<file path="src/rtl/mac_accumulator.sv">
// mac_accumulator
// Accumulate stage behind the 4x4 array multiplier. Unsigned products arrive
// over a valid/ready handshake and are summed into an ACC_W-bit register. A
// group ends on in_last or when MAX_TERMS products have been taken. The sum,
// term count and sticky overflow flag are then held on the out_* outputs
// until the consumer takes them.
//
// Ports:
//   clk        rising-edge clock
//   rst_n      asynchronous active-low reset
//   clear      synchronous abort of the current group (highest priority)
//   in_valid   in_prod / in_last are valid
//   in_ready   block accepts a product this cycle (state ACC)
//   in_prod    unsigned product, PROD_W bits
//   in_last    final product of the group
//   out_valid  result is held on out_* (state DONE)
//   out_ready  consumer takes the result
//   out_sum    accumulated sum, ACC_W bits
//   out_count  number of products in the group, CNT_W bits
//   out_ovf    sticky: at least one add carried out of ACC_W
//
// Build option: define MAC_ACCUMULATOR_SAT_EN to saturate the accumulator at
// 2^ACC_W-1 on carry-out instead of wrapping modulo 2^ACC_W.
//
// state | meaning
// ------+----------------------------------------------------------
// ACC   | accepting products, out_sum/out_count show running values
// DONE  | group complete, outputs held until out_ready

module mac_accumulator #(
    parameter int PROD_W    = 8,
    parameter int ACC_W     = 16,
    parameter int MAX_TERMS = 16,
    parameter int CNT_W     = 5
) (
    input  logic              clk,
    input  logic              rst_n,
    input  logic              clear,
    input  logic              in_valid,
    output logic              in_ready,
    input  logic [PROD_W-1:0] in_prod,
    input  logic              in_last,
    output logic              out_valid,
    input  logic              out_ready,
    output logic [ACC_W-1:0]  out_sum,
    output logic [CNT_W-1:0]  out_count,
    output logic              out_ovf
);

    typedef enum logic {
        ST_ACC  = 1'b0,
        ST_DONE = 1'b1
    } state_t;

    state_t             state_q, state_d;
    logic [ACC_W-1:0]   acc_q, acc_d;
    logic [CNT_W-1:0]   count_q, count_d;
    logic               ovf_q, ovf_d;

    logic [ACC_W:0]     sum_ext;
    logic               carry;
    logic [CNT_W-1:0]   count_inc;

    // One extra bit on the adder exposes the carry-out for the sticky flag.
    assign sum_ext   = {1'b0, acc_q} + {{(ACC_W + 1 - PROD_W){1'b0}}, in_prod};
    assign carry     = sum_ext[ACC_W];
    assign count_inc = count_q + CNT_W'(1);

    always_comb begin
        state_d = state_q;
        acc_d   = acc_q;
        count_d = count_q;
        ovf_d   = ovf_q;
        if (clear) begin
            state_d = ST_ACC;
            acc_d   = '0;
            count_d = '0;
            ovf_d   = 1'b0;
        end else if (state_q == ST_ACC) begin
            if (in_valid) begin
`ifdef MAC_ACCUMULATOR_SAT_EN
                // Once saturated, further adds either carry again or add 0,
                // so the accumulator stays pinned at full scale.
                acc_d = carry ? '1 : sum_ext[ACC_W-1:0];
`else
                acc_d = sum_ext[ACC_W-1:0];
`endif
                count_d = count_inc;
                ovf_d   = ovf_q | carry;
                if (in_last || (count_inc == CNT_W'(MAX_TERMS))) begin
                    state_d = ST_DONE;
                end
            end
        end else if (out_ready) begin
            state_d = ST_ACC;
            acc_d   = '0;
            count_d = '0;
            ovf_d   = 1'b0;
        end
    end

    always_ff @(posedge clk or negedge rst_n) begin
        if (!rst_n) begin
            state_q <= ST_ACC;
            acc_q   <= '0;
            count_q <= '0;
            ovf_q   <= 1'b0;
        end else begin
            state_q <= state_d;
            acc_q   <= acc_d;
            count_q <= count_d;
            ovf_q   <= ovf_d;
        end
    end

    // Every output is a flop or a decode of the state flop only.
    assign in_ready  = (state_q == ST_ACC);
    assign out_valid = (state_q == ST_DONE);
    assign out_sum   = acc_q;
    assign out_count = count_q;
    assign out_ovf   = ovf_q;

endmodule
</file>
<file path="config.mk">
export PLATFORM = sky130hd
export DESIGN_NAME = mac_accumulator
export DESIGN_NICKNAME = d
export VERILOG_FILES = /design/src/rtl/mac_accumulator.sv
export SDC_FILE = /design/constraint.sdc
export NUM_CORES = 1
export LEC_CHECK = 0
export ABC_AREA = 1
export CAP_MARGIN = 30
export CORE_UTILIZATION = 40
export CTS_BUF_LIST = sky130_fd_sc_hd__clkbuf_16
export CTS_CLUSTER_DIAMETER = 40
export DETAILED_ROUTE_END_ITERATION = 10
export MAX_ROUTING_LAYER = met4
export PLACE_DENSITY = 0.67
export SYNTH_ARGS = -nofsm -noshare
export SYNTH_HDL_FRONTEND = slang
export SYNTH_SLANG_ARGS = --single-unit
</file>
<file path="constraint.sdc">
create_clock -name clk -period 2.5 [get_ports clk]
set_clock_uncertainty 0.15 [all_clocks]
set_input_delay 0.5 -clock clk [delete_from_list [all_inputs] [get_ports clk]]
set_output_delay 0.5 -clock clk [all_outputs]
set_load 0.01 [all_outputs]
</file>
After elaboration in Yosys (flattened, before gate mapping)
Cells that the tools add are included.

Add/subtract/negate cells: 2. Equality and inequality tests: 2. Muxes and demuxes: 17. Bitwise gates (word level): 2. Reductions and logical operators: 3.

Operators by type and width (count): 16-bit 2-to-1 mux (4); 5-bit 2-to-1 mux (4); 16-bit by 8-bit adder with 17-bit output (1); 1-bit 2-to-1 mux (9); 5-bit by 1-bit adder with 5-bit output, second input constant (1); 5-bit == test, second input constant (1); 3-bit != test, second input constant (1); 3-bit nonzero test (1); 2-bit AND reduction (1); 1-bit logical OR (1); 1-bit inverter (1); 1-bit bitwise OR (1).

Register bits: 23. Input port bits: 14. Output and inout bits: 24. Word-level logic and storage cells: 30.

Depth between registers and ports, before layout
Depth after elaboration: 7. Depth in mapped cells: 12. Mapped depth without buffers: 12.

Worst setup path after synthesis
No wires, ideal clock.

Kind: input port to flip-flop. Start: in in_prod[0]. End: reg acc_q[12] (netlist: out_sum[12]). Setup time: 0.117 ns. Data arrival time: 1.628 ns. Data required time: 2.233 ns. Path slack: 0.605 ns. Cell stages on the path: 11. Buffers on the path: 0. Path through: ha_1 > inv_1 > fa_1 > inv_1 > nand3_1 > nand3_2 > nand2_2 > nand2_2 > nand3_2 > nor2_1 > nor2_1.

Word-level cells in the longest chain between the ends: 4.

Ends and longest elaborated chain: start: declaration (line 41) `input logic [PROD_W-1:0] in_prod,`; 16-bit by 8-bit adder with 17-bit output (line 65) `assign sum_ext = {1'b0, acc_q} + {{(ACC_W + 1 - PROD_W){1'b0}}, in_prod};`; 16-bit 2-to-1 mux (line 80) `if (in_valid) begin`; 16-bit 2-to-1 mux (line 79) `end else if (state_q == ST_ACC) begin`; 16-bit 2-to-1 mux (line 74) `if (clear) begin`; end signal: assignment (line 105) `acc_q <= '0;`; end signal: assignment (line 110) `acc_q <= acc_d;`; end: declaration (line 56) `logic [ACC_W-1:0] acc_q, acc_d;`.

Every way passes these cells. The select of a mux whose other input is x is not followed. A chain may end at the register's enable or synchronous reset.

Final worst setup path
Ends and elaborated chain as after synthesis.

==> reports/results.ini <==
[placement]
dp.cells = 311
placed_area_um2 = 2080
dp_hpwl_mm = 2.78
place_worst_setup_slack_ps = -6.21
portBuffers = 37
gp_congestion = 0.787

[routing]
wl_met2_mm = 1.63
routed_wl_mm = 3.65
avgRoutedWirePerCell_um = 11.6
topRoutingLayerUsed = met4
met3_length_um = 132
vias_per_cell = 4.86
ant_nets = 0
drtPass1Iterations = 4
drc = 0
wl_met1_mm = 1.84
via_count = 1531
drt_iter0_markers = 69

[clock_network]
cts.clk_slew.worst_paths_ps = 70
numCtsBuffers = 3
cts_hold_buf = 0
cts_resized = 0
htreeDepth = 1
cts_max_path_buffers = 2
root_buffer = clkbuf_16
clk_latency_ps = 260
tritoncts = done
cts_setup_buffers = 0
cts_sinks = 23

[global_route]
grt_overflow = 0
grt_pass1_vias = 1401
grt_pass1_wl_mm = 6.13
antenna_found_initial = 0
grt.total_usage_pct = 18.9
grt_max_degree = 24

[setup_path]
end_kind = flop
required_ps = 2550
worstPathArrival_ps = 2270
critPathMaxFanout = 4
setup.worst_path.start_class = input port
reg2reg_depth = 12
path_class = input port to flop

[synthesis]
async_flop_share_pct = 100
synth_cell_type_count = 28
synth_top_area_cell = dfrtp_1
yosys_warnings = 0
syn_area_per_cell_um2 = 7.29
synth_cells = 225
ys_ff_latch = 23
synth.top_cell.area_share_pct = 35.1
synth_edf_count = 0
synth_nets = 250
ys.flop_type = dfrtp_1
netlist_area_um2 = 1640
yosys-top-cells-area = dfrtp_1 35%, nand2_1 15%, ha_1 7.6%
synth_seq_area_share_pct = 35.1

[finish]
drive_gt1_share_pct = 12.7
area_delta_synth_final_pct = 31.6
fillers = 388
final_nets = 293
fin_cells = 315
n_antenna_cell = 0
fin_area_um2 = 2160

[timing]
whs_ps = 366
hold_violations = 0
finalCritPeriodShare_pct = 88.9
slew_headroom_pct = 78.8
grt_setup_unrepaired = false
worst_pin_slew_ps = 319
fmax_mhz = 450
finalSetupViolations = 0
slew_viol_final = 0
fin_ws_ps = 277
min_period_ps = 2220

[min_path]
hold_depth = 2
hold_path.class = flop to flop

[floorplan]
num_io_pins = 38
die_h_um = 66.0
dieWidth_um = 66.0
coreArea_um2 = 3800
die_area_um2 = 4360
start_util_pct = 43.2
num_rows = 22

[power]
peakVddDrop_uv = 221
p_leak_nw = 1.03
power.density_nw_per_um2 = 498

[status]
outcome = completed

[run]
cap_violations = 0

worst paths after layout:
| kind | from | endpoint | slack [ps] |
|---|---|---|---|
| setup / recovery | in_prod[0] | out_sum[12] | 280 |
| hold / removal | out_sum[2] | out_sum[2] | 370 |
| setup reg to reg | out_sum[0] | out_sum[12] | 600 |
| hold reg to reg | out_sum[2] | out_sum[2] | 370 |
| max in group asynchronous | rst_n | out_sum[1] | 1500 |
| min in group asynchronous | rst_n | out_sum[2] | 440 |
critical path: stages:
cell             delay, ps
clkdlybuf4s50_1        470
ha_1                   210
inv_1                   70
fa_1                   360
inv_1                   80
nand3_1                 80
nand3_2                 90
nand2_2                 70
nand2_2                 90
nand3_2                 70
nand2_1                 60
nand2_1                 50
nor2_1                  80
where the power goes:
group	leakage [nW]	switching [mW]	internal (mW)	total, mW
Sequential	0.314	0.0214	0.393	0.414
Clock	0.0409	0.150	0.216	0.366
Combinational	0.675	0.165	0.129	0.294
routing by layer:
| metal | up-vias | GRT usage, % |
|---|---|---|
| met3 | 5 | 2.93 |
| met4 | 0 | 6.12 |
| met2 | 30 | 30.2 |
| met1 | 693 | 24.4 |
| met5 | - | - |
| li1 | 803 | - |
state kept, by name (all words and copies together), names as in the netlist:
| name | cells |
|---|---|
| out_sum | 16 |
| out_count | 5 |
| out_ovf | 1 |
| out_valid | 1 |
Yosys cell counts, types with 2 or more instances:
cell type	n
a21oi_1	9
ha_1	10
dfrtp_1	23
o21ai_0	6
nand3_1	17
nand4_1	3
nand2_1	64
xor2_1	2
o21ai_1	4
inv_2	4
nor2_1	23
nand2_2	7
nor2_2	4
a21boi_1	2
a22o_1	2
nor2_4	2
inv_1	26
nand3_2	7
logic make-up after synthesis:
logic type / after synthesis / synth area share [%]
AND/OR/NAND/NOR: 130 / 37.8
adder cells (fa/ha/maj): 11 / 8.85
buffers and inverters: 32 / 7.55
flip-flops: 23 / 35.1
XOR/XNOR: 3 / 1.60
AO/OA/AOI/OAI: 26 / 9.15
cell type report:
class	count	area (um^2)	share of cell area [%]
tap	48	60.1	2.78
sequential	23	576	26.7
multi-input combinational	170	941	43.6
clock inverter	1	5.00	0.232
timing repair buffer	39	385	17.9
inverter	31	116	5.39
clock buffer	3	75.1	3.48
cell usage in the layout (no fill, tap or decap), drive strengths merged:
cell type      synthesis  layout
fa                     1       1
a21oi                 10      10
buf                    1       2
inv                   30      30
a21boi                 2       2
o211ai                 1       1
nand3                 24      24
clkbuf                 0       3
clkdlybuf4s50          0      37
or2                    1       1
nor3                   1       1
xnor2                  1       1
xor2                   2       2
nand2                 72      72
clkinv                 1       2
a22o                   2       2
o22ai                  1       1
ha                    10      10
o21ai                 10      10
nor2                  29      29
dfrtp                 23      23
nand4                  3       3
per-stage QoR:
stage               util, %  setup TNS [ps]  power [mW]
floorplan                 -               0       0.603
global placement       54.7               0       0.716
detailed placement     54.7           -6.21       0.717
CTS                    56.8               0        1.08
global route           56.8               0        1.13
finish                 56.8               0        1.07
No activity file was read; power rests on OpenSTA's default activity.
